<file path="src/rtl/fir_tap_scheduler.sv">
// Sequencer for the time-multiplexed FIR datapath: LOAD -> N MAC cycles -> DONE handshake.
// Optional feature macro: FIR_DROP_CNT_EN adds a saturating drop_cnt[7:0] output.
module fir_tap_scheduler #(
  parameter int N = 3,
  localparam int TW = $clog2(N) + 1
) (
  input  logic          CLK,
  input  logic          RST,
  input  logic          in_strobe,
  output logic          shift_en,
  output logic          acc_clr,
  output logic          acc_en,
  output logic [N-1:0]  tap_sel,
  output logic [TW-1:0] tap_idx,
  output logic          out_valid,
  input  logic          out_ready,
  output logic          busy,
  output logic          drop
`ifdef FIR_DROP_CNT_EN
  ,
  output logic [7:0]    drop_cnt
`endif
);

  typedef enum logic [1:0] {IDLE, LOAD, MAC, DONE} state_t;

  // Handshake: out_valid stays high until out_ready is sampled high; that edge
  // completes the transfer. out_ready is ignored whenever out_valid is low.
  state_t        state, nextState;
  logic [TW-1:0] tapK, nextTapK;
  logic          dropNext;

  always_ff @(posedge CLK or posedge RST) begin
    if (RST) begin
      state <= IDLE;
      tapK  <= '0;
      drop  <= 1'b0;
    end else begin
      state <= nextState;
      tapK  <= nextTapK;
      drop  <= dropNext;
    end
  end

  always_comb begin
    nextState = state;
    nextTapK  = tapK;
    unique case (state)
      IDLE: if (in_strobe) nextState = LOAD;
      LOAD: begin
        nextState = MAC;
        nextTapK  = '0;
      end
      MAC: begin
        if (tapK == TW'(N - 1)) begin
          nextState = DONE;
          nextTapK  = '0;
        end else begin
          nextTapK = tapK + TW'(1);
        end
      end
      DONE: if (out_ready) nextState = in_strobe ? LOAD : IDLE;
      default: nextState = IDLE;
    endcase
    // A strobe is only consumed in IDLE or on the DONE handshake edge.
    dropNext = in_strobe && (state != IDLE) && !((state == DONE) && out_ready);
  end

  always_comb begin
    shift_en  = 1'b0;
    acc_clr   = 1'b0;
    acc_en    = 1'b0;
    tap_sel   = '0;
    tap_idx   = '0;
    out_valid = 1'b0;
    busy      = (state != IDLE);
    unique case (state)
      LOAD: begin
        shift_en = 1'b1;
        acc_clr  = 1'b1;
      end
      MAC: begin
        acc_en  = 1'b1;
        tap_sel = N'(1) << tapK;
        tap_idx = tapK;
      end
      DONE: out_valid = 1'b1;
      default: ;
    endcase
  end

`ifdef FIR_DROP_CNT_EN
  always_ff @(posedge CLK or posedge RST) begin
    if (RST) begin
      drop_cnt <= 8'h00;
    end else if (dropNext && (drop_cnt != 8'hFF)) begin
      drop_cnt <= drop_cnt + 8'h01;
    end
  end
`endif

endmodule

</file>
<file path="config.mk">
export PLATFORM = sky130hd
export DESIGN_NAME = fir_tap_scheduler
export DESIGN_NICKNAME = d
export VERILOG_FILES = /design/src/rtl/fir_tap_scheduler.sv
export SDC_FILE = /design/constraint.sdc
export NUM_CORES = 1
export LEC_CHECK = 0
export ABC_AREA = 1
export BUFFER_PORTS_ARGS = -buffer_cell sky130_fd_sc_hd__buf_2
export CAP_MARGIN = 20
export CORE_AREA = 2 2 39 41
export DETAILED_ROUTE_END_ITERATION = 10
export DIE_AREA = 0 0 41 43
export SLEW_MARGIN = 20
export SYNTH_ARGS = -nofsm -noshare
export SYNTH_HDL_FRONTEND = slang
export SYNTH_SLANG_ARGS = --single-unit
export TNS_END_PERCENT = 20
</file>
<file path="constraint.sdc">
create_clock -name CLK -period 1.15 [get_ports CLK]
set_input_delay 0.23 -clock CLK [delete_from_list [all_inputs] [get_ports CLK]]
set_output_delay 0.23 -clock CLK [all_outputs]
set_load 0.05 [all_outputs]
</file>
==> out/qor.csv <==
metric;value;unit
first_global_vias;398;
first_iter_violations;4;
antenna_found_initial;0;
cp-start-kind;register;
seq_area_frac_synth;35.1;%
dpl.hpwl;728;um
grt_overflow_total;0;
finalCriticalPeriod;1.50;ns
fin_crit_sh;131;%
dieHeight;43;um
final_cell_mix;14 x buf_4, 11 x nand2_1, 7 x inv_1;
drive_above_1_share;58.8;%
status;finished, violations left;
nets;96;
wl_per_cell;9.42;um
whs_path_depth;2;
drtAntennaViolNets;0;
setup_viol;16;
fp.coreArea;0.00138;mm2
ios;16;
placed_cells_incl_taps;95;
htreeDepth;1;
root_buffer;clkbuf_4;
violations;negative setup slack;
track_usage;12.8;%
rsz0062_at_grt;true;
drc;0;
yosysWarnings;0;
ys_ff_latch;6;
synthesis.nets;64;
clock_sinks;6;
max_clock_freq;666;MHz
cp.required;0.92;ns
dr.pass1.iters;4;
die_w;41;um
final_common_cell;buf_4;
grt_first_pass_wirelength;1510;um
finalMaxSlewViolations;0;
wl;951;um
place_congestion;0.711;
grt_max_degree;7;
syn_area_per_cell;7.78;um2
finalHoldViolCount;0;
die_area;0.00176;mm2
num_vias;433;
fin_cells;101;
start_util;30.9;%
setup_ws;-0.352;ns
antenna_cells;0;
ys_types;15;
critical_path.max_fanout;6;
setup_tns;-3.56;ns
drv_cap;0;
portBuffers;15;
syn_area;428;um2
rr_worst_depth;6;
hp-class;primary input to register;
rows;14;
insertion_delay;0.24;ns
syn2layout_area_growth;81.9;%
finClkSkew;0.00448;ns
clkTransAtPathRegs;0.04;ns
cp-end-kind;primary output;
tritoncts;done;
slew_headroom;80.2;%
cts_buffers;3;
syn-instance-count;55;
worst_pin_slew;0.297;ns
num-fill-cells;126;
viasPerCell;4.29;
worstPathArrival;1.27;ns
clock_path_buffers;2;
path_class;register to primary output;
registers in the layout (all words and copies together), names as in the netlist:
signal	cells
drop	1
state	2
tapK	3
kinds of logic (layout without fill, tap and decap cells):
| family | Yosys count | after routing | share of synthesized area (%) |
|---|---|---|---|
| buffers and inverters | 12 | 42 | 11.4 |
| AND/OR/NAND/NOR | 27 | 27 | 28.4 |
| adder cells (fa/ha/maj) | 5 | 5 | 14.6 |
| XOR/XNOR | 3 | 3 | 6.14 |
| flip-flops | 6 | 6 | 35.1 |
| AO/OA/AOI/OAI | 2 | 2 | 4.39 |
synthesized netlist by cell type, drive strengths merged:
cell | number | area (um2)
nand2 | 15 | 63.8
inv | 11 | 41.3
dfrtp | 6 | 150
ha | 5 | 62.6
nand3 | 5 | 25.0
nor2 | 5 | 21.3
xor2 | 2 | 17.5
a211oi | 1 | 7.51
a21boi | 1 | 11.3
buf | 1 | 7.51
nor3 | 1 | 5.00
nor4 | 1 | 6.26
xnor2 | 1 | 8.76
stage by stage:
| stage | worst slack (ns) | utilization [%] | instance area, um2 | hold WS, ns |
|---|---|---|---|---|
| 2_1_floorplan | -0.474 | - | 472 | 0.0210 |
| 3_3_place_gp | -0.185 | 45.8 | 634 | 0.152 |
| 3_5_place_dp | -0.226 | 45.8 | 634 | 0.149 |
| 4_1_cts | -0.387 | 53.0 | 733 | 0.172 |
| 5_1_grt | -0.423 | 56.2 | 778 | 0.191 |
| 6_report | -0.352 | 56.2 | 778 | 0.185 |
what timing repair did:
action,in CTS,in global routing
setup endpoints to repair,16,17
endpoints found under the hold margin,6,0
setup buffers,0,2
gates resized for setup,22,10
hold buffers,1,0
pin swaps,1,0
layout make-up:
cell class	count	area [um2]	area share, %
timing repair buffer	28	238	30.5
inverter	11	46.3	5.95
tap	16	20.0	2.57
sequential	6	154	19.8
clock buffer	3	22.5	2.89
multi-input combinational	37	298	38.3
final timing paths:
check	startpoint	endpoint	slack, ns
worst max-delay path	state[0]	tap_sel[0]	-0.35
worst min-delay path	out_ready	drop	0.19
worst max register to register	state[0]	tapK[2]	-0.13
worst min register to register	state[0]	state[0]	0.63
max in group asynchronous	RST	tapK[0]	0.49
min in group asynchronous	RST	drop	0.44
routing by layer:
metal | GRT usage [%] | share of wire (%)
met2 | 21.6 | 54
met3 | 3.14 | 5.4
met5 | 0 | 0
met1 | 13.9 | 40
met4 | 6.00 | 0
critical path, cell delays in order, from the launching register on:
cell	delay [ns]
dfrtp_1	0.38
inv_2	0.09
ha_4	0.17
inv_4	0.05
nor4_4	0.14
buf_6	0.19
Power is not shown: default switching activity piles up to over one toggle a cycle in this logic, so the estimate is an artifact.
